===== config.mk =====
export PLATFORM = sky130hd
export DESIGN_NAME = temperature_abnormality_detector
export DESIGN_NICKNAME = d
export VERILOG_FILES = /design/src/rtl/temperature_abnormality_detector.sv
export SDC_FILE = /design/constraint.sdc
export NUM_CORES = 1
export LEC_CHECK = 0
export BUFFER_PORTS_ARGS = -buffer_cell sky130_fd_sc_hd__buf_2
export CAP_MARGIN = 10
export CORE_AREA = 2 2 67 69
export DETAILED_ROUTE_END_ITERATION = 16
export DIE_AREA = 0 0 69 71
export HOLD_SLACK_MARGIN = 0.02
export PLACE_DENSITY = 0.56
export SETUP_SLACK_MARGIN = 0.05
export SLEW_MARGIN = 25
export SYNTH_ARGS = -nofsm -noshare
export SYNTH_HDL_FRONTEND = slang
export SYNTH_SLANG_ARGS = --single-unit

===== constraint.sdc =====
create_clock -name clk -period 1.6 [get_ports clk]
set_input_delay 0.08 -clock clk [delete_from_list [all_inputs] [get_ports clk]]
set_output_delay 0.08 -clock clk [all_outputs]
set_load 0.01 [all_outputs]

===== src/rtl/temperature_abnormality_detector.sv =====
// Purpose : body temperature = base + coef * sensor, flagged when outside [LOW_LIMIT, HIGH_LIMIT].
// Latency : 2 cycles (sum register, then result register); one sample per cycle.
// Backpres: none; every sampleValid=1 cycle is accepted, resultValid pulses once per result.
//
// Ports:
//   clk, rst_n             - clock (rising edge), asynchronous active-low reset
//   sampleValid            - qualifies factoryBaseTemp / factoryTempCoef / tempSensorValue
//   temperature            - 9-bit computed temperature (held between results)
//   tempTooLow/tempTooHigh - result below / above the normal band (held)
//   temperatureAbnormality - alarm (held)
//   resultValid            - one-cycle pulse when the outputs carry a new result
//
// Optional feature macro: ABNORMAL_PERSIST_EN
//   Defined   : alarm only after PERSIST_COUNT consecutive out-of-band results.
//   Undefined : alarm = tempTooLow | tempTooHigh of the same result.
module temperature_abnormality_detector #(
  parameter logic [8:0] LOW_LIMIT     = 9'd35,
  parameter logic [8:0] HIGH_LIMIT    = 9'd39,
  parameter int         PERSIST_COUNT = 3
) (
  input  logic       clk,
  input  logic       rst_n,
  input  logic       sampleValid,
  input  logic [7:0] factoryBaseTemp,
  input  logic [3:0] factoryTempCoef,
  input  logic [3:0] tempSensorValue,
  output logic [8:0] temperature,
  output logic       tempTooLow,
  output logic       tempTooHigh,
  output logic       temperatureAbnormality,
  output logic       resultValid
);

  if (PERSIST_COUNT < 1 || PERSIST_COUNT > 15) begin : g_bad_persist
    $error("PERSIST_COUNT must be within 1..15");
  end

  // Widths chosen so nothing wraps: 15*15 = 225 fits 8 bits, 255 + 225 = 480 fits 9 bits.
  logic [7:0] w_product;
  logic [8:0] w_sum;
  assign w_product = 8'(factoryTempCoef) * 8'(tempSensorValue);
  assign w_sum     = 9'(factoryBaseTemp) + 9'(w_product);

  // Stage 1: sum register plus its valid bit. The sum holds when no sample arrives.
  logic [8:0] r_sum;
  logic       r_vld;

  always_ff @(posedge clk or negedge rst_n) begin
    if (!rst_n) begin
      r_sum <= '0;
      r_vld <= 1'b0;
    end else begin
      r_vld <= sampleValid;
      if (sampleValid) begin
        r_sum <= w_sum;
      end
    end
  end

  // Band classification of the stage-1 sum; the limits themselves are normal.
  logic w_low;
  logic w_high;
  logic w_alarm;
  assign w_low  = (r_sum < LOW_LIMIT);
  assign w_high = (r_sum > HIGH_LIMIT);

`ifdef ABNORMAL_PERSIST_EN
  localparam logic [3:0] LP_PERSIST = 4'(PERSIST_COUNT);

  logic [3:0] r_cnt;
  logic [3:0] w_cnt_nxt;

  // Streak counter: saturates at the threshold, any in-band result restarts it.
  always_comb begin
    w_cnt_nxt = r_cnt;
    if (!(w_low || w_high)) begin
      w_cnt_nxt = '0;
    end else if (r_cnt != LP_PERSIST) begin
      w_cnt_nxt = r_cnt + 4'd1;
    end
  end

  assign w_alarm = (w_cnt_nxt == LP_PERSIST);

  // Only real results move the counter, so idle gaps do not break a streak.
  always_ff @(posedge clk or negedge rst_n) begin
    if (!rst_n) begin
      r_cnt <= '0;
    end else if (r_vld) begin
      r_cnt <= w_cnt_nxt;
    end
  end
`else
  assign w_alarm = w_low | w_high;
`endif

  // Stage 2: result registers, loaded only when stage 1 holds a fresh sum.
  logic [8:0] r_temp;
  logic       r_low;
  logic       r_high;
  logic       r_alarm;
  logic       r_res_vld;

  always_ff @(posedge clk or negedge rst_n) begin
    if (!rst_n) begin
      r_temp    <= '0;
      r_low     <= 1'b0;
      r_high    <= 1'b0;
      r_alarm   <= 1'b0;
      r_res_vld <= 1'b0;
    end else begin
      r_res_vld <= r_vld;
      if (r_vld) begin
        r_temp  <= r_sum;
        r_low   <= w_low;
        r_high  <= w_high;
        r_alarm <= w_alarm;
      end
    end
  end

  assign temperature            = r_temp;
  assign tempTooLow             = r_low;
  assign tempTooHigh            = r_high;
  assign temperatureAbnormality = r_alarm;
  assign resultValid            = r_res_vld;

endmodule


---- After elaboration in Yosys (flattened, before gate mapping) ----
Index checks and enable logic that the tools add are counted.
storage, ports and cells
  register bits ........................... 23
  latch bits .............................. 0
  memory bits (writable) .................. 0
  bits in read-only memories .............. 0
  output and inout bits ................... 13
  memories kept ........................... 0
cells by class
  add/sub/neg operators ................... 1
  multiply operators ...................... 1
  divide/modulo/power cells ............... 0
  order comparisons ....................... 2
  equality and inequality tests ........... 0
  shift operators ......................... 0
  muxes and demuxes ....................... 0
  bitwise logic cells ..................... 1
  reductions and logical operators ........ 0
operator list
  cell                                                                           number
  8-bit by 8-bit adder with 9-bit output                                         1
  9-bit by 6-bit > comparator with 1-bit output (second input constant)          1
  9-bit by 6-bit less-than comparator with 1-bit output (second input constant)  1
  4-bit by 4-bit multiplier with 8-bit output                                    1
  1-bit OR                                                                       1

---- Logic depth before layout (Yosys ltp) ----
  word-level depth ........................ 2
  gate-level depth with buffers ........... 12

---- Worst setup path before layout ----
OpenSTA, ideal clock, no wires.
  path type ............................... input to register
  start ................................... input factoryTempCoef[0]
  end ..................................... register r_sum[7]
  library setup time ...................... 0.069 ns
  data arrival time ....................... 2.843 ns
  data required time ...................... 1.531 ns
  slack ................................... -1.312 ns
  stages .................................. 10
  path buffers ............................ 0
  path through ............................ nand2_1 > fa_1 > fa_1 > fa_1 > inv_1 > ha_1 > a211oi_2 > nor2_1 > or4_1 > nand3_1
between the ends
  cells in the longest elaborated chain, start to end .. 2
ends and longest elaborated chain
  what                                         RTL line  text
  start, declared                              25        input logic [3:0] factoryTempCoef,
  4-bit by 4-bit multiplier with 8-bit output  41        assign w_product = 8'(factoryTempCoef) * 8'(tempSensorValue);
  8-bit by 8-bit adder with 9-bit output       42        assign w_sum = 9'(factoryBaseTemp) + 9'(w_product);
  end signal, assigned                         55        r_sum <= w_sum;
  end, declared                                45        logic [8:0] r_sum;
No other way between the ends.
A chain may end at the register's enable or synchronous reset.

---- Worst setup path in the final report ----
  start ................................... input factoryTempCoef[2]
  end ..................................... register r_sum[7]
Same word-level chain as after synthesis.

==> impl_metrics.prom <==
# TYPE chip_impl_metric gauge
chip_impl_metric{name="syn-cell-area",unit="um^2"} 1630
chip_impl_info{name="most-common-layout-cells",value="inv_1, buf_2, dfrtp_1, buf_4"} 1
chip_impl_metric{name="crit_required",unit="ns"} 1.79
chip_impl_metric{name="max-cap-violations",unit=""} 0
chip_impl_metric{name="drt-initial-drc-count",unit=""} 87
chip_impl_metric{name="final.min_clock_period",unit="ns"} 2.55
chip_impl_metric{name="synth-seq-cells",unit=""} 23
chip_impl_metric{name="clock_insertion_delay_worst_skew",unit="ns"} 0.25
chip_impl_metric{name="clk_path_buf_depth",unit=""} 2
chip_impl_metric{name="io_buffers",unit=""} 31
chip_impl_metric{name="synth-edff-count",unit=""} 0
chip_impl_info{name="violations",value="setup timing"} 1
chip_impl_metric{name="max_slew.worst_pin.slew",unit="ns"} 0.497
chip_impl_metric{name="power.static_leakage",unit="uW"} 0.00110
chip_impl_metric{name="final-setup-viol-count",unit=""} 7
chip_impl_metric{name="synth-async-reset-ratio",unit="%"} 100
chip_impl_metric{name="die_x",unit="um"} 69
chip_impl_metric{name="final_layout_size_suffix_gt1_share",unit="%"} 43.1
chip_impl_info{name="outcome",value="finished with violations"} 1
chip_impl_metric{name="final.period_utilization",unit="%"} 160
chip_impl_metric{name="synth_cell_types",unit=""} 29
chip_impl_metric{name="timing.final.ws_setup",unit="ns"} -0.953
chip_impl_metric{name="maxSlewHeadroom",unit="%"} 66.9
chip_impl_metric{name="drt_first_pass_iters",unit=""} 4
chip_impl_metric{name="cellPowerDensity",unit="nW/um^2"} 1090
chip_impl_info{name="rsz_0062_raised_after_global_routing",value="true"} 1
chip_impl_metric{name="tritoncts.num_buffers",unit=""} 3
chip_impl_metric{name="grtUsageTotal",unit="%"} 15.1
chip_impl_metric{name="wl",unit="mm"} 3.30
chip_impl_info{name="timing.critical_path.to_type",value="register"} 1
chip_impl_metric{name="detailed_place_hpwl",unit="mm"} 2.59
chip_impl_metric{name="wire_per_inst",unit="um"} 12.3
chip_impl_metric{name="crit_path_max_incr_delay",unit="ns"} 0.54
chip_impl_metric{name="via_density_per_instance",unit=""} 4.81
chip_impl_metric{name="postSynthAreaPerCell",unit="um^2"} 10.1
chip_impl_metric{name="initial_core_util",unit="%"} 38.9
chip_impl_info{name="cells_along_the_critical_path",value="buf_8 > nand2_8 > fa_1 > fa_1 > fa_1 > inv_2 > ha_4 > a211oi_4 > nor2_2 > or4_1 > nand3_1"} 1
chip_impl_metric{name="postSynthNetCount",unit=""} 206
chip_impl_info{name="cts_tree",value="built"} 1
chip_impl_metric{name="io_pins",unit=""} 32
chip_impl_metric{name="ant_nets",unit=""} 0
chip_impl_metric{name="globalRoute.totalOverflow",unit=""} 0
chip_impl_metric{name="worst_vdd_rail_ir_drop",unit="mV"} 0.356
chip_impl_metric{name="num_vias",unit=""} 1289
chip_impl_metric{name="clk_transition_reported_paths",unit="ns"} 0.08
chip_impl_metric{name="final_max_slew_viol_count",unit=""} 0
chip_impl_metric{name="finalWeightedCongestion",unit=""} 0.779
chip_impl_metric{name="crit_fanout",unit=""} 4
chip_impl_metric{name="fp.coreArea",unit="um^2"} 4200
chip_impl_info{name="dominant_cell_type_by_count_on_the_critical_path",value="fa_1"} 1
chip_impl_metric{name="grt_pass1_wl",unit="mm"} 6.22
chip_impl_metric{name="n_fill_cell",unit=""} 391
chip_impl_metric{name="flow.area_growth_from_synthesis",unit="%"} 38.7
chip_impl_metric{name="final_util",unit="%"} 53.9
chip_impl_metric{name="max_freq",unit="MHz"} 392
chip_impl_info{name="cts.root.buffer_cell",value="clkbuf_8"} 1
chip_impl_info{name="synth_flop_cell",value="dfrtp_1"} 1
chip_impl_info{name="critPathKind",value="input port to register"} 1
chip_impl_metric{name="synthesis.instances",unit=""} 161
chip_impl_metric{name="ys.warnings.count",unit=""} 0
chip_impl_info{name="slowest_stage",value="fa_1"} 1
chip_impl_metric{name="grt_antenna_before_repair",unit=""} 0
chip_impl_metric{name="timing.setup.tns",unit="ns"} -5.36
chip_impl_metric{name="maximum_level_of_the_cts_h_tree",unit=""} 1
chip_impl_metric{name="finalHoldViolations",unit=""} 0
chip_impl_metric{name="antenna_cells_inserted",unit=""} 0
chip_impl_info{name="worst_hold_path_type",value="input port to register"} 1
chip_impl_metric{name="setup_slack_placement",unit="ns"} -1.30
chip_impl_metric{name="cp.arrival",unit="ns"} 2.75
chip_impl_metric{name="dieArea",unit="um^2"} 4900
chip_impl_info{name="timing.critical_path.from_type",value="input port"} 1
chip_impl_metric{name="final_nets",unit=""} 262
chip_impl_metric{name="grt_pass1_vias",unit=""} 1481
chip_impl_metric{name="tritoncts_num_sinks",unit=""} 23
chip_impl_metric{name="synth-seq-area-share",unit="%"} 35.2
chip_impl_metric{name="detail_route.drc_violations",unit=""} 0
chip_impl_metric{name="die_height",unit="um"} 71
chip_impl_metric{name="fin_worst_skew",unit="ns"} 0.00164
chip_impl_metric{name="rows",unit=""} 24
chip_impl_metric{name="grt_max_degree",unit=""} 24
## logic make-up after synthesis
family                     Yosys count  synth area share (%)
DFF                                 23                  35.2
adders and majority gates           26                  24.0
AOI/OAI and AO/OA                   29                  11.2
xor gates and xnor gates             2                  1.07
buffers and inverters               33                  7.73
muxes                               15                  10.2
and+or+nand+nor                     33                  10.6
## worst max-delay path, delay by kind of cell
kind / cells / cell delay [ns]
compound gates: 1 / 0.26
buf+inv: 2 / 0.13
simple gates: 4 / 0.58
fa+ha+maj: 4 / 1.69
## path summary, 6_finish.rpt
| check | from | to | slack (ns) | cells past startpoint |
|---|---|---|---|---|
| max | factoryTempCoef[2] | r_sum[7] | -0.95 | 11 |
| max reg2reg | r_sum[0] | tempTooLow | 0.36 | 3 |
| min reg2reg | temperature[6] | temperature[6] | 0.50 | 1 |
| min | sampleValid | r_vld | 0.13 | 1 |
| max in group asynchronous | rst_n | r_sum[3] | 0.94 | 2 |
| min in group asynchronous | rst_n | temperature[2] | 0.32 | 2 |
## sequential cells by signal (all words and copies together), names as in the netlist
register	count
tempTooLow	1
temperatureAbnormality	1
resultValid	1
tempTooHigh	1
temperature	9
r_vld	1
r_sum	9
## synthesized netlist by cell type (all sizes together), types with 2 or more instances
master,number,area [um^2]
o22ai,2,12.5
o21ai,11,55.1
fa,9,180
nand2,8,30.0
nor2,6,22.5
buf,2,10.0
a21oi,6,30.0
dfrtp,23,576
a21o,2,16.3
a211oi,4,35.0
ha,17,213
and2,12,75.1
mux2i,2,20.0
mux2,13,146
inv,30,113
nand3,3,15.0
## area by class of cell
type / count / area [um^2] / share of cell area (%)
repair buffers: 54 / 374 / 16.5
multi-input cells: 105 / 1090 / 48.3
clock buffers: 4 / 45.0 / 1.99
well taps: 52 / 65.1 / 2.87
inverters: 30 / 113 / 4.97
flip-flops and latches: 23 / 576 / 25.4
## routing by layer
metal	share of wire, %	GRT usage [%]	up-vias
met5	0	0	-
met4	1.2	3.49	0
met3	3.4	1.85	4
met2	54	30.4	28
met1	41	16.8	610
li1	-	-	647
## through the flow
step	std cells	hold slack [ns]	cell area (um^2)	total power, uW
6_report	268	0.131	2270	2480
5_1_grt	268	0.139	2270	2690
4_1_cts	267	0.132	2230	2440
3_5_place_dp	260	0.0773	2050	1910
3_3_place_gp	260	0.0627	2050	1870
2_1_floorplan	161	-0.216	1700	1520
## report_power, final
part / internal, uW / switching (uW)
logic: 662 / 581
clock network: 177 / 167
registers: 769 / 122
total: 1610 / 870
## timing repair
action,CTS,global route
hold buffers,1,0
buffers inserted,2,1
hold endpoints to repair,23,0
pin swaps,12,4
setup endpoints to repair,7,7
gates resized for setup,26,4
No activity file was read; power rests on OpenSTA's default activity.
